==> config.mk <==
export PLATFORM = sky130hd
export DESIGN_NAME = game_tick_scheduler
export DESIGN_NICKNAME = d
export VERILOG_FILES = /design/src/rtl/game_tick_scheduler.sv
export SDC_FILE = /design/constraint.sdc
export NUM_CORES = 1
export LEC_CHECK = 0
export CAP_MARGIN = 5
export CORE_MARGIN = 3
export CORE_UTILIZATION = 30
export CTS_BUF_LIST = sky130_fd_sc_hd__clkbuf_8 sky130_fd_sc_hd__clkbuf_16
export DETAILED_ROUTE_END_ITERATION = 6
export MAX_ROUTING_LAYER = met4
export PLACE_DENSITY_LB_ADDON = 0.3
export SETUP_SLACK_MARGIN = 0.15
export SYNTH_ARGS = -nofsm -noshare
export SYNTH_HDL_FRONTEND = slang
export SYNTH_SLANG_ARGS = --single-unit
==> constraint.sdc <==
create_clock -name clk100Mhz -period 7.5 [get_ports clk100Mhz]
set_input_delay 1.125 -clock clk100Mhz [delete_from_list [all_inputs] [get_ports clk100Mhz]]
set_output_delay 1.125 -clock clk100Mhz [all_outputs]
set_load 0.01 [all_outputs]
==> src/rtl/game_tick_scheduler.sv <==
// rtl/game_tick_scheduler.sv - snake-game move tick, speed level and blink sequencer
//
// Purpose:
//   Generates a one-cycle move_tick enable on the system clock whose period
//   shrinks with the speed level, a free-running blink square wave, and a
//   small IDLE/RUN/PAUSED/OVER game FSM that gates the tick.
//
// Optional feature macro: GTS_TURBO_EN
//   When defined, the turbo input exists.
//   A high turbo in a reload cycle (start or wrap) halves the latched period.
//
// Ports:
//   clk100Mhz   in   system clock
//   resetn      in   asynchronous reset, active-low
//   start       in   pulse: new game (from IDLE or OVER)
//   pause_tgl   in   pulse: toggle RUN <-> PAUSED
//   food_eaten  in   pulse: raise speed level (RUN only, saturating)
//   collide     in   pulse: game over (RUN or PAUSED)
//   turbo       in   hold for double speed (GTS_TURBO_EN only)
//   move_tick   out  one-cycle movement enable
//   blink       out  square wave, toggles every BLINK_DIV cycles
//   level       out  current speed level
//   state       out  IDLE=0, RUN=1, PAUSED=2, OVER=3
//   running     out  high while state is RUN

module game_tick_scheduler #(
  parameter int unsigned BASE_DIV  = 20_000_000,
  parameter int unsigned STEP_DIV  = 2_000_000,
  parameter int unsigned MIN_DIV   = 5_000_000,
  parameter int unsigned MAX_LEVEL = 7,
  parameter int unsigned LEVEL_W   = 3,
  parameter int unsigned CNT_W     = 28,
  parameter int unsigned BLINK_DIV = 50_000_000
) (
  input  logic               clk100Mhz,
  input  logic               resetn,
  input  logic               start,
  input  logic               pause_tgl,
  input  logic               food_eaten,
  input  logic               collide,
`ifdef GTS_TURBO_EN
  input  logic               turbo,
`endif
  output logic               move_tick,
  output logic               blink,
  output logic [LEVEL_W-1:0] level,
  output logic [1:0]         state,
  output logic               running
);

  typedef enum logic [1:0] {
    S_IDLE   = 2'd0,
    S_RUN    = 2'd1,
    S_PAUSED = 2'd2,
    S_OVER   = 2'd3
  } state_e;

  localparam logic [CNT_W-1:0]   BASE_C  = CNT_W'(BASE_DIV);
  localparam logic [CNT_W-1:0]   STEP_C  = CNT_W'(STEP_DIV);
  localparam logic [CNT_W-1:0]   MIN_C   = CNT_W'(MIN_DIV);
  localparam logic [CNT_W-1:0]   BLINK_C = CNT_W'(BLINK_DIV);
  localparam logic [LEVEL_W-1:0] MAX_LV  = LEVEL_W'(MAX_LEVEL);
  // Largest reduction that still leaves the period at or above the floor.
  localparam logic [CNT_W-1:0]   HEADROOM = BASE_C - MIN_C;

  state_e             state_q;
  logic [LEVEL_W-1:0] level_q;
  logic [CNT_W-1:0]   cnt_q;
  logic [CNT_W-1:0]   period_lat_q;
  logic               move_tick_q;
  logic               running_q;
  logic [CNT_W-1:0]   blink_cnt_q;
  logic               blink_q;

  logic [CNT_W-1:0]   step_prod;
  logic [CNT_W-1:0]   period_cur;
  logic [CNT_W-1:0]   reload_d;
  logic [CNT_W-1:0]   start_period_d;
  logic               wrap;

  // Compare against the headroom before subtracting so the period never
  // underflows at high levels.
  always_comb begin
    step_prod  = CNT_W'(level_q) * STEP_C;
    period_cur = (step_prod >= HEADROOM) ? MIN_C : (BASE_C - step_prod);
  end

`ifdef GTS_TURBO_EN
  assign reload_d       = turbo ? (period_cur >> 1) : period_cur;
  assign start_period_d = turbo ? (BASE_C >> 1) : BASE_C;
`else
  assign reload_d       = period_cur;
  assign start_period_d = BASE_C;
`endif

  assign wrap = (cnt_q == (period_lat_q - CNT_W'(1)));

  always_ff @(posedge clk100Mhz or negedge resetn) begin
    if (!resetn) begin
      state_q      <= S_IDLE;
      level_q      <= '0;
      cnt_q        <= '0;
      period_lat_q <= BASE_C;
      move_tick_q  <= 1'b0;
      running_q    <= 1'b0;
    end else begin
      move_tick_q <= 1'b0;
      case (state_q)
        S_IDLE, S_OVER: begin
          if (start) begin
            state_q      <= S_RUN;
            running_q    <= 1'b1;
            cnt_q        <= '0;
            level_q      <= '0;
            period_lat_q <= start_period_d;
          end
        end
        S_RUN: begin
          if (collide) begin
            // Tick suppressed and cnt held on the way out of RUN.
            state_q   <= S_OVER;
            running_q <= 1'b0;
          end else begin
            if (food_eaten && (level_q != MAX_LV)) begin
              level_q <= level_q + LEVEL_W'(1);
            end
            if (pause_tgl) begin
              state_q   <= S_PAUSED;
              running_q <= 1'b0;
            end else if (wrap) begin
              // Reload sees the level as it was before any food this cycle.
              move_tick_q  <= 1'b1;
              cnt_q        <= '0;
              period_lat_q <= reload_d;
            end else begin
              cnt_q <= cnt_q + CNT_W'(1);
            end
          end
        end
        S_PAUSED: begin
          if (collide) begin
            state_q <= S_OVER;
          end else if (pause_tgl) begin
            state_q   <= S_RUN;
            running_q <= 1'b1;
          end
        end
        default: begin
          state_q   <= S_IDLE;
          running_q <= 1'b0;
        end
      endcase
    end
  end

  always_ff @(posedge clk100Mhz or negedge resetn) begin
    if (!resetn) begin
      blink_cnt_q <= '0;
      blink_q     <= 1'b0;
    end else if (blink_cnt_q == (BLINK_C - CNT_W'(1))) begin
      blink_cnt_q <= '0;
      blink_q     <= ~blink_q;
    end else begin
      blink_cnt_q <= blink_cnt_q + CNT_W'(1);
    end
  end

  assign move_tick = move_tick_q;
  assign blink     = blink_q;
  assign level     = level_q;
  assign state     = state_q;
  assign running   = running_q;

endmodule
==> results of run 1 <==
==> flip-flops by register name (all words and copies together) (netlist names) <==
name and flops:
period_lat_q 17, move_tick 1, state 2, level 3, running 1, blink 1, blink_cnt_q 28, cnt_q 28
==> metrics by stage <==
| step | instance area (µm²) | total power [µW] | utilization, % | setup WS (ns) |
|---|---|---|---|---|
| finish | 6130 | 1940 | 33.9 | 3.49 |
| global route | 6130 | 2070 | 33.9 | 3.32 |
| CTS | 6130 | 1950 | 33.9 | 3.55 |
| detailed placement | 5790 | 1440 | 32.0 | 3.18 |
| global placement | 5790 | 1410 | 32.0 | 3.33 |
| floorplan | 5540 | 1230 | - | 4.13 |
==> cells by family after synthesis <==
family | count (synthesis) | synth area share [%]
AO/OA/AOI/OAI | 114 | 15.3
XOR/XNOR | 75 | 11.9
adder cells (fa/ha/maj) | 21 | 5.15
buffers and inverters | 49 | 4.33
flip-flops | 81 | 36.7
multiplexers | 5 | 0.971
AND/OR/NAND/NOR | 261 | 25.7
==> report_power, final <==
| part | internal [µW] | total, µW | leakage, µW | switching [µW] |
|---|---|---|---|---|
| clock | 326 | 508 | 0.000163 | 182 |
| sequential | 497 | 588 | 0.00104 | 91.6 |
| combinational | 333 | 847 | 0.00140 | 513 |
==> cell type report <==
cell class | instances | area share (%)
clock buffers | 9 | 3.67
clock inverters | 6 | 1.88
inverters | 17 | 1.04
multi-input cells | 476 | 53.3
flip-flops and latches | 81 | 33.2
well taps | 229 | 4.68
repair buffers | 14 | 2.20
==> how the worst max path moves through the flow <==
stage               depth (start not counted)      from               end  slack, ns
finish                                      8   collide         cnt_q[25]       3.49
global route                                9  state[1]         cnt_q[25]       3.32
floorplan                                  14  level[0]  period_lat_q[12]       4.13
detailed placement                          8   collide         cnt_q[25]       3.18
global placement                            8   collide         cnt_q[25]       3.33
CTS                                         9  state[1]         cnt_q[25]       3.55
==> placed cells by master, fill, tap and decap left out, types with 11 or more instances in the layout <==
cell,instances
sky130_fd_sc_hd__a21oi_1,16
sky130_fd_sc_hd__xor2_1,35
sky130_fd_sc_hd__clkdlybuf4s50_1,12
sky130_fd_sc_hd__xnor2_1,40
sky130_fd_sc_hd__nor3_1,11
sky130_fd_sc_hd__o21ai_0,18
sky130_fd_sc_hd__nand4_1,12
sky130_fd_sc_hd__nand3_1,27
sky130_fd_sc_hd__dfrtp_1,73
sky130_fd_sc_hd__inv_1,16
sky130_fd_sc_hd__nor2_1,52
sky130_fd_sc_hd__and3_1,30
sky130_fd_sc_hd__ha_1,18
sky130_fd_sc_hd__nand2_1,55
==> routing by layer <==
metal / vias to the layer above / global-route usage [%] / wire length (µm)
met1: 2268 / 17.9 / 6310
met4: 0 / 3.54 / 179
met2: 114 / 22.3 / 6310
li1: 2186 / - / -
met5: - / - / 0
met3: 15 / 2.56 / 477
==> impl.org, run 1 <==
** Final layout
- The number of antenna diodes in the final layout is 0.
- Fraction of final layout cells sized beyond drive strength 1 :: 8.13%
- Number of cells in the finished layout apart from fillers :: 832
- Summing all multi-input logic gate instances after layout gives 3270 µm².
- Synthesis-to-finish area growth :: 10.6%
- # fillers :: 1826
- Area taken by flip-flops and latches :: 2040 µm²
- Number of nets in the layout :: 626

** Floorplanning
- The die is 142 µm tall.
- The floorplan has 49 rows.
- From left edge to right edge, the die measures 142 µm.
- The die covers 20100 µm².
- For this configuration, the core starts out at a cell density of 30.6%.
- In this run the count of I/O pins placed on the die edge is 14.
- Area inside the core boundary :: 18100 µm²

** STA
- Across all hold checks on the routed design, the worst slack comes to 0.463 ns.
- Final cycle utilization of the critical path :: 53.4%
- Min Tclk post-route :: 4.01 ns
- Setup total negative slack on the finished layout was measured at 0 ns.
- Setup clock skew after layout :: 0.00800 ns
- Max Clk Rate :: 250 MHz
- Setup repair after global routing left no endpoint under its margin.
- Hold Violations, Final :: 0
- The final count of pins violating max slew is 0.
- Slew at the pin with the worst max-slew slack :: 1.04 ns
- Count of final setup violators :: 0
- Relative slew slack :: 30.5%

** CTS
- Number of gates resized after CTS :: 0
- CTS Root Cell :: sky130_fd_sc_hd__clkbuf_16
- Clock buffers created by TritonCTS :: 9
- The tree built by TritonCTS fans out to 81 sinks.
- In this run the deepest clock path goes through 2 buffers.
- TritonCTS built the clock tree.
- Clock insertion delay at the later pin of the skew report :: 0.34 ns
- Number of H-tree branching levels :: 3
- After clock tree synthesis, the clock-pin slew on the worst setup and hold paths is 0.06 ns.
- The number of setup buffers added after CTS is 0.
- CTS Hold Bufs :: 0

** Worst setup path
- Worst path top cell family by delay :: simple AND/OR/NAND/NOR gates
- In this run the worst path has a maximum fanout of 18.
- Data on the critical path arrives at its endpoint at 4.24 ns.
- The largest single stage delay on the critical path is 0.68 ns.
- STA classifies the critical path startpoint as an input port.
- Worst reg2reg path endpoint :: cnt_q[25]
- Slack of the worst reg-to-reg path :: 3.53 ns
- Start-to-end type of the worst setup path :: in -> reg
- R2R cell count :: 9
- The slowest stage of the critical path belongs to the cell sky130_fd_sc_hd__and2_1.
- CP bufs+invs :: 1
- The worst register-to-register path begins at state[1].
- STA puts the critical path data required time at 7.73 ns.
- STA classifies the critical path endpoint as a flop.
- Walking the worst path, the cells encountered are clkdlybuf4s50_1, o21ai_0, and2_1, nand4_1, nor3_1, nand3_1, xnor2_1, and3_1.

** Run status
- Run status :: finished, final reports clean

** Yosys
- The synthesized design spends more area on one cell type than any other, namely sky130_fd_sc_hd__dfrtp_1.
- In the synthesized netlist the dominant register cell turns out to be sky130_fd_sc_hd__dfrtp_1.
- Combined area of all synthesized cells :: 5540 µm²
- Among all cell types in the netlist, the one instantiated most often is sky130_fd_sc_hd__dfrtp_1.
- When the netlist entered floorplanning its net count stood at 633.
- Commonest cells post-synth :: 73 x sky130_fd_sc_hd__dfrtp_1, 55 x sky130_fd_sc_hd__nand2_1, 52 x sky130_fd_sc_hd__nor2_1
- Area share of the largest cell type after synthesis :: 33.0%
- Yosys mapped a number of flops with a built-in enable equal to 0.
- The cell count after synthesis came out at 606.
- Seq cells post-synth :: 81
- Counting flops with an async set or reset pin after synthesis yields a share of 100%.
- Number of warning messages in the yosys log :: 0
- Netlist cell types :: 74
- Sequential elements use 36.7% of the synthesized area.
- A synthesized cell averages 9.15 µm².
- Leading post-synthesis cells by cell area :: sky130_fd_sc_hd__dfrtp_1 33%, sky130_fd_sc_hd__xnor2_1 6.3%, sky130_fd_sc_hd__xor2_1 5.5%

** Global route
- The initial antenna violation count was 0.
- Global-route usage over all layers :: 13.8%
- Largest net degree at the start of global routing :: 82
- Total gr overflow :: 0
- The first global-routing pass estimated 22.4 mm of wire.
- The via count of the first global-routing pass came to 4519.

** Hold path
- Number of cells traversed by the worst hold path :: 1
- Hold endpoint :: blink_cnt_q[0]
- Hold Crit Start :: blink_cnt_q[0]
- In this run the worst hold path is classified as reg -> reg.

** Run
- Max_cap viols :: 0

** Pwr
- Maximum VDD drop :: 209 µV
- In this run the static leakage power is 0.00260 µW.
- Total power divided by cell area :: 317 nW/µm²

** Placement
- The HPWL after detailed placement is 9.44 mm.
- The count of buffers added on input and output ports is 13.
- Including well taps, the total number of placed cells is 817.
- The congestion estimate from routability-driven global placement came to 0.889.

** Drt
- Summed over all layers, the routed wires come to 13.3 mm.
- Number of violations reported at the end of detailed-routing iteration 0 :: 282
- The detail route stage leaves a number of antenna-violating nets equal to 0.
- Count of unresolved DRC violations after routing :: 0
- The first detailed-routing pass took 5 iterations.
- The final route contains 4583 vias.
- Post-DR vias/cell :: 5.51
- Detailed-route wire length per cell :: 15.9 µm
Note: power is estimated with default switching activity, not from simulation.
==> run 2, diff against run 1 <==
Clock period 7.5 ns to 3.68 ns, I/O delays scaled along.
==> impl.org, run 2 (synthesized netlist as in run 1, its figures left out) <==
** Floorplanning
- Area inside the core boundary :: 18100 µm² (unchanged)
- The number of ports placed on the die boundary was 14 (unchanged).
- Die area :: 20100 µm² (unchanged)
- The die outline width was 142 µm (unchanged).
- Total number of placement rows :: 49 (unchanged)
- The initial core utilization is 30.6% (unchanged).
- The overall die height came to 142 µm (unchanged).

** CTS
- Number of H-tree branching levels :: 3 (unchanged)
- The number of buffers inserted during clock tree synthesis is 9 (unchanged).
- The clock network latency to the later pin of the worst-skew pair came to 0.35 ns (was 0.34 ns).
- The number of post-CTS setup repair buffers is 0 (unchanged).
- The post-cts repair resize count was 0 (unchanged).
- Sinks on the clock net :: 81 (unchanged)
- CTS tree :: done (unchanged)
- The clock tree root driver cell was sky130_fd_sc_hd__clkbuf_16 (unchanged).
- The maximum number of buffers from clock root to sink was 2 (unchanged).
- The quantity of hold-fixing buffers added after cts came to 0 (unchanged).
- Clock transition at path regs :: 0.07 ns (was 0.06 ns)

** Worst setup path
- Worst path top cell family by delay :: simple AND/OR/NAND/NOR gates (unchanged)
- The worst endpoint data arrival time is 3.65 ns (was 4.24 ns).
- Start-to-end type of the worst setup path :: reg -> reg (was in -> reg)
- Worst-path cell chain: inv_1, ha_1, or4b_4, a211o_1, a21o_1, a2111oi_2, and4_2, buf_4, mux2_1, nand2_1 (was clkdlybuf4s50_1, o21ai_0, and2_1, nand4_1, nor3_1, nand3_1, xnor2_1, and3_1).
- Nature of the critical path startpoint :: flop (was input port)
- Required @ worst endpoint :: 3.97 ns (was 7.73 ns)
- Kind of capture point of the worst setup path :: flop (unchanged)
- The number of buffers and inverters on the critical path was 2 (was 1).
- The cell type of the slowest stage on the worst timing path was sky130_fd_sc_hd__or4b_4 (was sky130_fd_sc_hd__and2_1).
- The largest fanout on the critical path is 11 (was 18).
- Slowest stage delay, CP :: 0.53 ns (was 0.68 ns)

** Final layout
- The proportion of layout cells with a drive suffix above 1 came to 11.0% (was 8.13%).
- Synthesis-to-finish area growth :: 12.1% (was 10.6%)
- The storage element area is 2040 µm² (unchanged).
- # fillers :: 1807 (was 1826)
- Registers with the most flip-flops: blink_cnt_q x28, cnt_q x28, period_lat_q x17 (unchanged).
- Number of nets in the layout :: 641 (was 626)
- Most common cell after layout, fill and taps aside :: sky130_fd_sc_hd__dfrtp_1 (unchanged)
- Area of the multi-input gates :: 3270 µm² (about the same)
- The number of diodes came to 0 (unchanged).
- Highest-count cells in the layout ignoring fill and taps :: 73 x sky130_fd_sc_hd__dfrtp_1, 55 x sky130_fd_sc_hd__nand2_1, 52 x sky130_fd_sc_hd__nor2_1 (unchanged)
- Number of cells in the finished layout apart from fillers :: 848 (was 832)

** STA
- The final-layout setup total negative slack was 0 ns (unchanged).
- The clock skew after layout was 0.00911 ns (was 0.00800 ns).
- The number of hold-slack violations in the final timing report was 0 (unchanged).
- The worst path uses 91.1% of the clock period.
- The final count of pins violating max slew was 0 (unchanged).
- The slew at the pin closest to its max-slew limit is 1.04 ns (about the same).
- Relative slew slack :: 31.0% (was 30.5%)
- RSZ-0062 raised after global routing :: no (unchanged)
- Max Clk Rate :: 298 MHz
- The setup-violating endpoint count in the final report is 0 (unchanged).
- After layout, the minimum clock period comes to 3.35 ns.

** Pwr
- Cell internal power dissipation :: 2290 µW (was 1160 µW)
- Maximum VDD drop :: 462 µV (was 209 µV)
- The clock group share of total power is 23.6% (was 26.1%).
- The sequential share of power is 29.8% (was 30.3%).
- The portion of total power attributed to combinational logic was 46.6% (was 43.6%).
- The total power density per cell area was 631 nW/µm² (was 317 nW/µm²).
- Cell leakage power :: 0.00266 µW (was 0.00260 µW)
- Switching fraction of total power :: 41.6% (was 40.5%)
- The power dissipated by switching net loads came to 1630 µW (was 787 µW).

** Placement
- The final HPWL from detailed placement was 9.90 mm (was 9.44 mm).
- Port bufs :: 13 (unchanged)
- Global placement routability congestion :: 0.872 (was 0.889)
- Instance count after placement with tap cells included :: 832 (was 817)

** Global route
- Global-route usage over all layers :: 14.8% (was 13.8%)
- The final global-route overflow total is 0 (unchanged).
- The initial antenna violation count is 0 (unchanged).
- Wire length of the first global-routing pass :: 23.4 mm (was 22.4 mm)
- Vias in the first global route :: 4650 (was 4519)
- The largest net degree at the start of global routing came to 82 (unchanged).

** Drt
- Count of unresolved DRC violations after routing :: 0 (unchanged)
- Number of violations reported at the end of detailed-routing iteration 0 :: 346 (was 282)
- Detailed-route wire length per cell :: 16.2 µm (was 15.9 µm)
- The via count normalized by instance count came to 5.40 (was 5.51).
- Number of nets with antenna violations after detailed routing :: 0 (unchanged)
- The total wire length is 13.7 mm (was 13.3 mm).
- The via count was 4583 (unchanged).
- Pre-antenna DRT Iters :: 4 (was 5)

** Hold path
- Path type of the worst min-delay path :: in -> async (was reg -> reg)

** Run status
- Run status :: finished, final reports clean (unchanged)

** Run
- The max-capacitance violation count is 0 (unchanged).
==> run 2: worst reg2reg max path, delay by kind of cell, from the launching register on <==
| family | cells | cell delay [ns] |
|---|---|---|
| fa+ha+maj | 1 | 0.26 |
| flops | 1 | 0.50 |
| mux | 1 | 0.34 |
| compound gates | 3 | 0.84 |
| simple gates | 3 | 0.98 |
| buf+inv | 2 | 0.39 |
==> run 2: metal layers <==
layer	vias up	wire length, µm	global-route usage, %
met3	20	503	2.90
met5	-	0	-
li1	2216	-	-
met4	0	252	5.35
met1	2251	6180	18.3
met2	96	6770	24.2
==> run 2: worst paths after layout <==
| kind | cells past startpoint | from | slack (ns) | endpoint |
|---|---|---|---|---|
| max | 10 | period_lat_q[14] | 0.33 | period_lat_q[9] |
| min | 1 | resetn | 0.38 | blink_cnt_q[4] |
| max reg2reg | 10 | period_lat_q[14] | 0.33 | period_lat_q[9] |
| min reg2reg | 1 | blink_cnt_q[0] | 0.45 | blink_cnt_q[0] |
| max in group asynchronous | 1 | resetn | 2.63 | cnt_q[2] |
| min in group clk100Mhz | 1 | blink_cnt_q[0] | 0.45 | blink_cnt_q[0] |
==> run 2: area by class of cell <==
class / instances / area share [%]
Multi-Input combinational cell: 476 / 52.7
Inverter: 17 / 1.03
Clock buffer: 9 / 3.63
Tap cell: 229 / 4.61
Clock inverter: 7 / 1.27
Sequential cell: 81 / 32.8
Timing Repair Buffer: 29 / 3.99
==> run 2: power groups by stage <==
stage	clock network, µW	registers (µW)	logic (µW)
4_1_cts	957	1160	1830
5_1_grt	998	1190	2040
6_report	926	1170	1820
3_3_place_gp	0	1180	1790
2_1_floorplan	0	1140	1360
3_5_place_dp	0	1180	1820
==> run 2: metrics by stage <==
stage	area [µm²]	power (µW)	hold WS, ns	util (%)	setup WS [ns]
finish	6210	3920	0.385	34.3	0.326
global route	6210	4230	0.475	34.3	0.154
CTS	6200	3950	0.440	34.3	0.229
detailed placement	5900	3000	0.445	32.6	0.258
global placement	5900	2960	0.437	32.6	0.353
floorplan	5540	2500	0.256	-	0.312
==> RTL change, RTL diff (config.mk and constraints of run 2) <==
Set the parameter `LEVEL_W` to 6 (it was 3).
--- a/src/rtl/game_tick_scheduler.sv
+++ b/src/rtl/game_tick_scheduler.sv
@@ -29,5 +29,5 @@
   parameter int unsigned MIN_DIV   = 5_000_000,
   parameter int unsigned MAX_LEVEL = 7,
-  parameter int unsigned LEVEL_W   = 3,
+  parameter int unsigned LEVEL_W   = 6,
   parameter int unsigned CNT_W     = 28,
   parameter int unsigned BLINK_DIV = 50_000_000
Ports: changed (resized level); port bits go from 14 to 17. No check against the original RTL was run, so the function may have changed too.
==> RTL change against run 2 <==
The flow now finishes with violations (setup timing). Design area is 29% higher. Sequential cell count grew 8. Cell count up 31%. First-iteration DRC count decreased by 40%. Synthesized cell count increased by 25%. Sequential share of layout area fell by 4.8 points. Wire length grew 11%. Setup slack got worse by 0.70 ns. Global-route usage decreased by 1.2 points. Non-clock buffer count up 48. Synthesized area up 21%. Highest routed layer unchanged.
Power is not compared: it rests on default switching activity, and its combinational part moved more than twofold at a synthesized area within 25%.
==> RTL change: results (changes against run 2) <==
outcome -> finished with violations
failing checks -> setup timing
Signal buffers -> 77 (+170%)
Filler Cell Count -> 2267 (+25%)
total track usage -> 13.7% (-1.2 points)
clk_skew -> 0.0109 ns (+0.00182 ns)
register area share after synthesis -> 33.4% (-3.3 points)
M1 wire length -> 7.27 mm (+18%)
layout cells sized above 1 -> 16.4% (+5.4 points)
Sink Count -> 89 (+9.9%)
CTS H-tree depth -> 3 (unchanged)
IO Port Bufs -> 16 (+3)
routed wl met3 -> 271 um (-46%)
share of the synthesized area in the top cell type -> 30.3% (-2.7 points)
ranking of synthesized cells by area -> dfrtp_1, ha_1, xnor2_1
Inverters -> 52 (+35)
delay-heaviest family, CP -> adder cells
post-DR wirelength/cell -> 13.8 um (-15%)
via count -> 5457 (+19%)
Mapped Nets -> 815 (+29%)
final setup margin -> -0.372 ns (-0.698 ns)
Final clock-cell share -> 3.49% (-1.4 points)
Syn Area/Cell -> 8.85 um^2 (-3.2%)
Final Wtd Congestion -> 0.843 (-3.3%)
Hold WC Path Type -> primary input to asynchronous set/reset pin
die width -> 155 um (+9.5%)
Top Registers -> blink_cnt_q x28, cnt_q x28, period_lat_q x22
Crit-path slowest cell -> fa_1
post-detail-place hpwl -> 11.9 mm (+21%)
actual slew at the worst max-slew pin -> 0.644 ns (-0.391 ns)
Net count, final -> 884 (+38%)
maximum VDD drop -> 0.000796 V
Seq/total area -> 28.0% (-4.8 points)
RR Endpoint -> period_lat_q[24]
Initial DRT Pass Iterations -> 5 (+1)
multi-input logic portion of the cell area -> 53.7% (+1.0 points)
vias in the first global route -> 5360 (+15%)
Worst Reg-to-Reg Cells -> 14 (+4)
largest net degree at the start of global routing -> 38 (-54%)
pre-CTS setup slack -> -0.310 ns (-0.568 ns)
Iteration-0 DRC Markers -> 208 (-40%)
Post-Layout Cell Count -> 1110 (+31%)
first-pass GRT wire length -> 26.8 mm (+14%)
grt met1 use -> 17.9% (-0.45 points)
Data buffer area share -> 8.03% (+4.0 points)
global routing usage on met3 -> 2.14% (-0.76 points)
Worst EP arrival -> 4.32 ns (+0.67 ns)
endpoints failing setup -> 19 (+19)
-- RTL change: logic make-up after synthesis --
kind of cell | share of synthesized area [%]
AOI/OAI and AO/OA | 14.0
xor gates and xnor gates | 12.0
adders and majority gates | 11.0
buffers and inverters | 4.43
DFF | 33.4
muxes | 0.617
and+or+nand+nor | 24.4
-- RTL change: metrics by stage --
step	utilization [%]	total power, mW	instance area, um^2	setup TNS [ns]	hold WS [ns]
after floorplan	-	4.65	6800	-3.33	0.256
after global placement	35.0	6.58	7660	-4.88	0.461
after detailed placement	35.0	6.58	7660	-4.88	0.460
after CTS	36.4	7.59	7960	-5.68	0.145
after global routing	36.7	8.48	8020	-8.99	0.158
final	36.7	7.72	8020	-6.00	0.129
-- RTL change: worst max-delay path by stage --
stage	start	endpoint	cells after the start
final	level[3]	period_lat_q[24]	14
after floorplan	level[4]	period_lat_q[24]	14
after global placement	level[0]	period_lat_q[24]	15
after CTS	level[3]	period_lat_q[24]	14
after detailed placement	level[3]	period_lat_q[24]	13
after global routing	level[3]	period_lat_q[24]	14
-- RTL change: what timing repair did --
item                       CTS  global route
setup endpoints to repair   19            19
gates resized for setup      3            15
hold buffers                 0             0
hold endpoints to repair     0             0
pin swaps                    0             7
setup buffers                0             1
-- RTL change: worst reg2reg max path: stages (launching register included) --
cell and delay (ns):
dfrtp_2 0.45, fa_1 0.54, inv_1 0.06, fa_1 0.45, fa_2 0.54, inv_2 0.04, ha_4 0.15, a21o_1 0.18
a21o_1 0.18, or4_1 0.40, and3_4 0.18, a41oi_2 0.16, a311o_1 0.26, and4b_1 0.22, o22a_1 0.17
